File: src/rtl/mips_wb_trace_buffer.sv
// Writeback trace capture: circular buffer of retired register writes
// with address trigger, post-trigger depth and a valid/ready drain port.
module mips_wb_trace_buffer #(
  parameter int DATA_W    = 32,
  parameter int PC_W      = 32,
  parameter int RA_W      = 5,
  parameter int DEPTH     = 16,
  parameter int POST_TRIG = 4,
  parameter int WRAP      = 1,
  parameter int CNT_W     = 32
) (
  input  logic                         clk,
  input  logic                         rst_n,
  input  logic                         start,
  input  logic                         clear,
  input  logic                         trig_en,
  input  logic [RA_W-1:0]              trig_addr,
  input  logic                         wb_valid,
  input  logic [PC_W-1:0]              wb_pc,
  input  logic [RA_W-1:0]              wb_addr,
  input  logic [DATA_W-1:0]            wb_data,
  output logic                         rd_valid,
  input  logic                         rd_ready,
  output logic [PC_W+RA_W+DATA_W-1:0]  rd_data,
  output logic [1:0]                   state,
  output logic [$clog2(DEPTH):0]       count,
  output logic [CNT_W-1:0]             retire_cnt,
  output logic [15:0]                  drop_cnt
);

  localparam int AW = $clog2(DEPTH);
  localparam int CW = AW + 1;
  localparam int EW = PC_W + RA_W + DATA_W;
  localparam logic [CW-1:0] FULL_C = CW'(DEPTH);
  localparam logic [CW-1:0] LAST_C = CW'(DEPTH - 1);
  localparam logic [CW-1:0] POST_C = CW'(POST_TRIG);

  typedef enum logic [1:0] {
    S_IDLE   = 2'd0,
    S_ARMED  = 2'd1,
    S_POST   = 2'd2,
    S_FROZEN = 2'd3
  } state_e;

  state_e        st_q, st_d;
  logic [AW-1:0] wr_ptr, rd_ptr;
  logic [CW-1:0] cnt_q;
  logic [CW-1:0] post_q, post_d;
  logic [EW-1:0] mem [DEPTH];

  logic cap, pop, hit, full_hit, ctl;

  assign ctl      = start || clear;
  assign cap      = wb_valid && !ctl &&
                    (st_q == S_ARMED || st_q == S_POST);
  assign hit      = trig_en && (wb_addr == trig_addr) &&
                    (st_q == S_ARMED);
  assign full_hit = (WRAP == 0) && (cnt_q == LAST_C);
  assign rd_valid = (st_q == S_FROZEN) && (cnt_q != '0);
  assign pop      = rd_valid && rd_ready && !ctl;
  assign rd_data  = mem[rd_ptr];
  assign state    = st_q;
  assign count    = cnt_q;

  // next state and post-trigger countdown
  always_comb begin
    st_d   = st_q;
    post_d = post_q;
    unique case (1'b1)
      start: begin
        st_d   = S_ARMED;
        post_d = '0;
      end
      clear: begin
        st_d   = S_IDLE;
        post_d = '0;
      end
      cap: begin
        if (st_q == S_POST)
          post_d = post_q - CW'(1);
        if (full_hit)
          st_d = S_FROZEN;
        else if (st_q == S_POST) begin
          if (post_q == CW'(1))
            st_d = S_FROZEN;
        end else if (hit) begin
          if (POST_TRIG == 0)
            st_d = S_FROZEN;
          else begin
            st_d   = S_POST;
            post_d = POST_C;
          end
        end
      end
      default: ;
    endcase
  end

  // state and countdown registers
  always_ff @(posedge clk or negedge rst_n) begin
    if (!rst_n) begin
      st_q   <= S_IDLE;
      post_q <= '0;
    end else begin
      st_q   <= st_d;
      post_q <= post_d;
    end
  end

  // pointers and occupancy
  always_ff @(posedge clk or negedge rst_n) begin
    if (!rst_n) begin
      wr_ptr <= '0;
      rd_ptr <= '0;
      cnt_q  <= '0;
    end else if (ctl) begin
      wr_ptr <= '0;
      rd_ptr <= '0;
      cnt_q  <= '0;
    end else if (cap) begin
      wr_ptr <= wr_ptr + AW'(1);
      if (cnt_q == FULL_C)
        rd_ptr <= rd_ptr + AW'(1);
      else
        cnt_q <= cnt_q + CW'(1);
    end else if (pop) begin
      rd_ptr <= rd_ptr + AW'(1);
      cnt_q  <= cnt_q - CW'(1);
    end
  end

  // retire and drop statistics
  always_ff @(posedge clk or negedge rst_n) begin
    if (!rst_n) begin
      retire_cnt <= '0;
      drop_cnt   <= '0;
    end else if (start) begin
      retire_cnt <= '0;
      drop_cnt   <= '0;
    end else if (!clear && wb_valid && st_q != S_IDLE) begin
      retire_cnt <= retire_cnt + CNT_W'(1);
      if (st_q == S_FROZEN && drop_cnt != 16'hFFFF)
        drop_cnt <= drop_cnt + 16'd1;
    end
  end

  // trace storage, contents survive reset
  always_ff @(posedge clk) begin
    if (cap)
      mem[wr_ptr] <= {wb_pc, wb_addr, wb_data};
  end

endmodule
File: config.mk
export PLATFORM = sky130hd
export DESIGN_NAME = mips_wb_trace_buffer
export DESIGN_NICKNAME = d
export VERILOG_FILES = /design/src/rtl/mips_wb_trace_buffer.sv
export SDC_FILE = /design/constraint.sdc
export NUM_CORES = 1
export LEC_CHECK = 0
export ABC_AREA = 1
export BUFFER_PORTS_ARGS = -buffer_cell sky130_fd_sc_hd__buf_2
export CORE_MARGIN = 2
export CORE_UTILIZATION = 62
export DETAILED_ROUTE_END_ITERATION = 7
export PLACE_DENSITY = 0.8
export SETUP_SLACK_MARGIN = 0.2
export SLEW_MARGIN = 15
export SYNTH_ARGS = -nofsm -noshare
export SYNTH_HDL_FRONTEND = slang
export SYNTH_SLANG_ARGS = --single-unit
File: constraint.sdc
create_clock -name clk -period 6.7 [get_ports clk]
set_input_delay 0.67 -clock clk [delete_from_list [all_inputs] [get_ports clk]]
set_output_delay 0.67 -clock clk [all_outputs]
set_load 0.05 [all_outputs]
==> results.toml, run 1 <==
[outcome]
outcome = "complete, no violations"

[worst_setup_path]
cp.arrival_ns = 3.71
cp.required_ns = 6.03
critPathMaxFanout = 70
critPathCapture = "rd_data[40]"
cpMostUsedCell = "nand3_1"
rr_worst_depth = 9
r2r_start = "state[0]"
r2r_slack_ns = 2.88
crit_chain = "inv_6, buf_4, nand3_1, nand3_1, nand2_1, buf_2"
cp-end-kind = "output port"
setup.worst_path.start = "rd_ptr[2]"
crit_path_top_delay_cell = "buf_4"
slowest_delay_ns = 0.87
start_kind = "flop"
path_class = "reg -> out"
reg2reg_to = "mem[13][52]"

[sta]
setup_tns_ns = 0
hold_slack_ns = 0.180
min_period_ns = 4.38
rsz0062_at_grt = "no"
fin_crit_sh = 0.654
fmax_mhz = 228
relSlewSlack = 0.140
final.setup_skew_ns = 0.0263
finalMaxSlewViolations = 0
hold_viol = 0
worstMarginPinSlew_ns = 1.29
setup_viol = 0

[clock_tree]
numCtsBuffers = 114
clockBufferDepth = 3
cts_root_buf = "clkbuf_16"
clock-sinks = 1172
clk_latency_ns = 0.69
cts_hold_buffers = 0
cts_htree_levels = 3
cts_setup_buffers = 0
clkTransAtPathRegs_ns = 0.06
post_cts_resized = 0
cts_tree = "done"

[synth]
syn-instance-count = 4163
synthArstFlopShare = 0.0580
synth_nets = 4261
synth_top_area_cell = "edfxtp_1"
yosys.area.top_type_share = 0.665
synth-edff-count = 1104
synth_area_leaders = "edfxtp_1 67%, inv_1 4.9%, nand3_1 4.6%, nand2_1 4.3%, o211ai_1 3.7%"
syn-cell-area_um2 = 49800
yosysMostFrequentCell = "edfxtp_1"
ys_ff_latch = 1172
synthTopCellsByCount = "1104 x edfxtp_1, 644 x inv_1, 569 x nand2_1"
yosys_warnings = 0
yosysUniqueCellTypes = 38
postSynthAreaPerCell_um2 = 12.0
synth-main-ff-cell = "edfxtp_1"
synth_sequential_area_ratio = 0.699

[die]
num_rows = 103
die_h_um = 288
die_area_um2 = 82700
initial_core_util = 0.629
io_pins = 206
core_um2 = 79300
die_x_um = 288

[detailed_routing]
dr.pass1.iters = 6
wl_met3_mm = 9.96
wl_met1_mm = 45.2
drc = 0
vias_per_cell = 5.89
routed.top_layer = "met5"
drtAntennaViolNets = 0
num_vias = 31963
wl_met2_mm = 56.1
drtIter0Drc = 4121
post_drt_wl_per_cell_um = 21.1
wl_mm = 114

[cells_and_area]
area_delta_synth_final_pct = 9.70
fillers = 5312
num-nets-final = 4382
multi_input_area_um2 = 11200
area.sequential_um2 = 34900
drive_gt1_frac = 0.120

[global_route]
grt_pass1_wl_mm = 176
grt_remaining_overflow = 0
track_usage = 0.276
grt_max_degree = 255
grt_pass1_vias = 30854
antenna_found_initial = 10

[placed_design]
gp_congestion = 0.841
numPortBuffers = 205
dp_hpwl_mm = 61.3

[run]
cap_violations = 0

[hold_path]
hold_class = "in -> async"

[pwr]
cellPowerDensity_nw_per_um2 = 281
p_leak_nw = 19.9
vdd_drop_max_mv = 0.225
total_power_w = 0.0153
==> through the flow <==
| step | worst slack (ns) | cell area (µm²) | std cells | utilization |
|---|---|---|---|---|
| 2_1_floorplan | 1.66 | 49800 | 4163 | - |
| 3_3_place_gp | 2.86 | 51200 | 5214 | 0.646 |
| 3_5_place_dp | 2.75 | 51200 | 5215 | 0.646 |
| 4_1_cts | 2.37 | 54600 | 5421 | 0.689 |
| 5_1_grt | 2.17 | 54700 | 5427 | 0.690 |
| 6_report | 2.32 | 54700 | 5428 | 0.690 |
==> critical path, delay by kind of cell (launching register included) <==
family        cells  cell delay [ns]
simple gates      3             0.61
flops             1             0.65
buf+inv           3             1.72
==> where the power goes <==
part	total, W	internal (W)	switching (W)
Sequential	0.00808	0.00805	0.0000397
Clock	0.00588	0.00324	0.00264
Combinational	0.00138	0.000345	0.00103
==> registers in the layout, summed over array words and instances (netlist names) <==
name / cells
count: 5
drop_cnt: 16
mem: 1104
post_q: 5
rd_ptr: 4
retire_cnt: 32
state: 2
wr_ptr: 4
==> metal layers <==
layer	track usage	up-vias
met5	0	-
met4	0.0888	8
met3	0.0411	204
met2	0.452	1506
met1	0.387	15433
li1	-	14812
==> how the worst min path moves through the flow <==
| stage | startpoint | to | slack (ns) | cells after the start |
|---|---|---|---|---|
| after detailed placement | post_q[1] | post_q[1] | 0.52 | 2 |
| after CTS | rst_n | drop_cnt[1] | 0.21 | 2 |
| after global placement | post_q[1] | post_q[1] | 0.50 | 2 |
| final | rst_n | drop_cnt[0] | 0.18 | 2 |
| after floorplan | rst_n | count[0] | 0.37 | 0 |
| after global routing | rst_n | drop_cnt[8] | 0.25 | 2 |
==> cell type report <==
class                   instances  share of cell area
clock inverters                58             0.00723
multi-input cells            2104               0.205
flip-flops and latches       1172               0.638
repair buffers                245              0.0272
well taps                    1050              0.0240
clock buffers                 148              0.0545
inverters                     647              0.0446
diodes                          4            0.000183
==> cells in the final DEF (no fill, tap or decap), drive strengths merged, types with 6 or more instances in the layout <==
cell and instances:
edfxtp 1104, inv 650, nand2 572, nand3 462, o21ai 317, a21oi 294, o211ai 276, buf 245
clkbuf 148, nor2 114, dfrtp 68, clkinv 49, nand4 20, ha 17, xor2 10, nand3b 6
nor3 6
==> logic make-up after synthesis <==
kind of cell / after synthesis / synth area share
fa+ha+maj: 17 / 0.00427
xor+xnor: 11 / 0.00193
buf+inv: 887 / 0.0787
simple gates: 1185 / 0.104
flops: 1172 / 0.699
compound gates: 891 / 0.112
No activity file was read; power rests on OpenSTA's default activity.
==> run 2: changes to the inputs <==
--- a/config.mk
+++ b/config.mk
@@ -8,9 +8,9 @@
 export ABC_AREA = 1
 export BUFFER_PORTS_ARGS = -buffer_cell sky130_fd_sc_hd__buf_2
 export CORE_MARGIN = 2
-export CORE_UTILIZATION = 62
+export CORE_UTILIZATION = 56
 export DETAILED_ROUTE_END_ITERATION = 7
-export PLACE_DENSITY = 0.8
+export PLACE_DENSITY = 0.76
 export SETUP_SLACK_MARGIN = 0.2
 export SLEW_MARGIN = 15
 export SYNTH_ARGS = -nofsm -noshare
==> constraint.sdc (replaced) <==
create_clock -name clk -period 3.7 [get_ports clk]
set_input_delay 0.37 -clock clk [delete_from_list [all_inputs] [get_ports clk]]
set_output_delay 0.37 -clock clk [all_outputs]
set_load 0.05 [all_outputs]
==> run 2 against run 1 <==
  * Critical path depth down 2
  * Worst setup slack got worse by 2.0 ns
  * Flip-flop and latch count unchanged
  * Die area grew 11%
  * Clock skew shrank 0.0090 ns
  * Hold slack got worse by 0.12 ns
  * Core utilization is 5.8 points lower
  * Clock power grew 89%
  * Largest power group unchanged
  * Cell count rose by 3.0%
  * Global-route usage is 3.7 points lower
  * Non-clock buffer count up 45
==> results.toml, run 2 (synthesis gave the netlist of run 1 again) <==
[outcome]
outcome = "complete, no violations"

[worst_setup_path]
crit_family = "buffers and inverters"
setup.worst_path.start = "rd_ptr[3]"
crit_path_top_delay_cell = "buf_4"
crit_cells = 4
start_kind = "flop"
cp_num_buf_inv = 2
crit_chain = "buf_4, nand3_1, nand2_1, buf_2"
critPathCapture = "rd_data[39]"
path_class = "reg -> out"
critPathMaxFanout = 45
r2r_start = "state[0]"
slowest_delay_ns = 0.75
reg2reg_to = "mem[4][27]"
cp-end-kind = "output port"
r2r_slack_ns = 0.87
cp.arrival_ns = 2.98
rr_worst_depth = 9
cp.required_ns = 3.33

[global_route]
track_usage = 0.240
grt_max_degree = 138
grt_pass1_wl_mm = 169
grt_remaining_overflow = 0
grt_pass1_vias = 30364
antenna_found_initial = 8

[pwr]
p_sw_frac = 0.237
p_seq_frac = 0.516
share_comb_of_total_power = 0.090
internal_power_w = 0.0216
switchingPower_w = 0.00670
p_leak_nw = 20.4
total_power_w = 0.0283
vdd_drop_max_mv = 0.368
cellPowerDensity_nw_per_um2 = 508
pwr-share-clk = 0.393

[sta]
relSlewSlack = 0.317
rsz0062_at_grt = "no"
min_period_ns = 3.35
fin_crit_sh = 0.905
finalMaxSlewViolations = 0
final.setup_skew_ns = 0.0174
worstMarginPinSlew_ns = 1.02
fmax_mhz = 299
hold_viol = 0
setup_viol = 0

[placed_design]
dp.cells = 5376
gp_congestion = 0.845
numPortBuffers = 205
dpl-instance-area_um2 = 52100
dp_hpwl_mm = 61.1

[cells_and_area]
largestRegisters = "mem (1104), retire_cnt (32), drop_cnt (16)"
largest_reg_flops = 1104
final_common_cell = "edfxtp_1"
design_area_um2 = 55700
area_delta_synth_final_pct = 11.8
instances_no_fill = 5593
utilization = 0.632
final_cell_mix = "1104 x edfxtp_1, 643 x inv_1, 569 x nand2_1"
top_register = "mem"
drive_gt1_frac = 0.132
num-nets-final = 4426
fillers = 6297

[detailed_routing]
wl_mm = 110
dr.pass1.iters = 6
num_vias = 31723
vias_per_cell = 5.67
drtAntennaViolNets = 0
drtIter0Drc = 3345
drc = 0
post_drt_wl_per_cell_um = 19.6

[clock_tree]
cts_tree = "done"
cts_root_buf = "clkbuf_16"
post_cts_resized = 0
clockBufferDepth = 3
numCtsBuffers = 113
cts_htree_levels = 3
clkTransAtPathRegs_ns = 0.06
clk_latency_ns = 0.69
clock-sinks = 1172

[die]
num_rows = 109
core_um2 = 88200
io_pins = 206
die_x_um = 302
die_h_um = 302
die_area_um2 = 91400
initial_core_util = 0.565

[run]
cap_violations = 0

[hold_path]
hold_class = "in -> reg"
-- run 2: cell count changes in the layout (fill, tap and decap cells not counted), moves of 5 or more --
cell / previous run / this run
clkinv_1: 27 / 32
clkbuf_1: 34 / 20
bufinv_16: 3 / 10
buf_4: 29 / 43
clkinv_2: 16 / 23
buf_12: 6 / 40
-- run 2: power by group through the flow --
stage                     logic, W  registers [W]  clock network [W]
final                      0.00256         0.0146             0.0111
after global routing       0.00281         0.0146             0.0118
after CTS                  0.00255         0.0146             0.0113
after detailed placement   0.00253         0.0149                  0
after global placement     0.00246         0.0149                  0
after floorplan            0.00186         0.0149                  0
-- run 2: worst min-delay path by stage --
stage | startpoint | to | slack (ns) | depth (start not counted)
after global placement | post_q[1] | post_q[1] | 0.50 | 2
after floorplan | rst_n | count[0] | 0.07 | 0
final | wb_pc[14] | mem[9][51] | 0.06 | 1
after CTS | wb_pc[14] | mem[2][51] | 0.02 | 1
after detailed placement | post_q[1] | post_q[1] | 0.53 | 2
after global routing | wb_pc[17] | mem[2][54] | 0.03 | 1
-- run 2: what timing repair did --
action | 4_1_cts | 5_1_grt
hold endpoints to repair | 41 | 0
hold buffers | 1 | 0
setup buffers | 0 | 1
setup endpoints to repair | 0 | 21
-- run 2: through the flow --
| stage | hold WS [ns] | worst slack [ns] | setup TNS [ns] |
|---|---|---|---|
| detailed placement | 0.532 | 0.892 | 0 |
| CTS | 0.0191 | 0.255 | 0 |
| floorplan | 0.0744 | -0.232 | -242.03 |
| finish | 0.0555 | 0.353 | 0 |
| global route | 0.0309 | 0.211 | 0 |
| global placement | 0.497 | 0.967 | 0 |
-- run 2: layout make-up --
type                    count  area, µm²  share of cell area
flip-flops and latches   1172      34900               0.626
multi-input cells        2104      11200               0.201
clock buffers             135       2940              0.0528
inverters                 647       2440              0.0437
repair buffers            290       2190              0.0392
well taps                1165       1460              0.0262
clock inverters            76        647              0.0116
diodes                      4       10.0            0.000180
-- run 2: worst register-to-register path, cell delays in order, from the launching register on --
cell	delay, ns
dfrtp_1	0.41
inv_1	0.09
ha_1	0.28
nand2_1	0.06
inv_1	0.14
nand2_4	0.11
inv_1	0.28
nand2_1	0.32
nor2_4	0.20
buf_4	0.54
-- run 2: routing by layer --
layer | share of wire | global-route usage | wire length (µm) | up-vias
met5 | 0.00032 | 0 | 35 | -
met4 | 0.026 | 0.0745 | 2820 | 6
met3 | 0.079 | 0.0409 | 8670 | 214
met2 | 0.49 | 0.395 | 53500 | 1159
met1 | 0.41 | 0.328 | 44900 | 15409
li1 | - | - | - | 14935
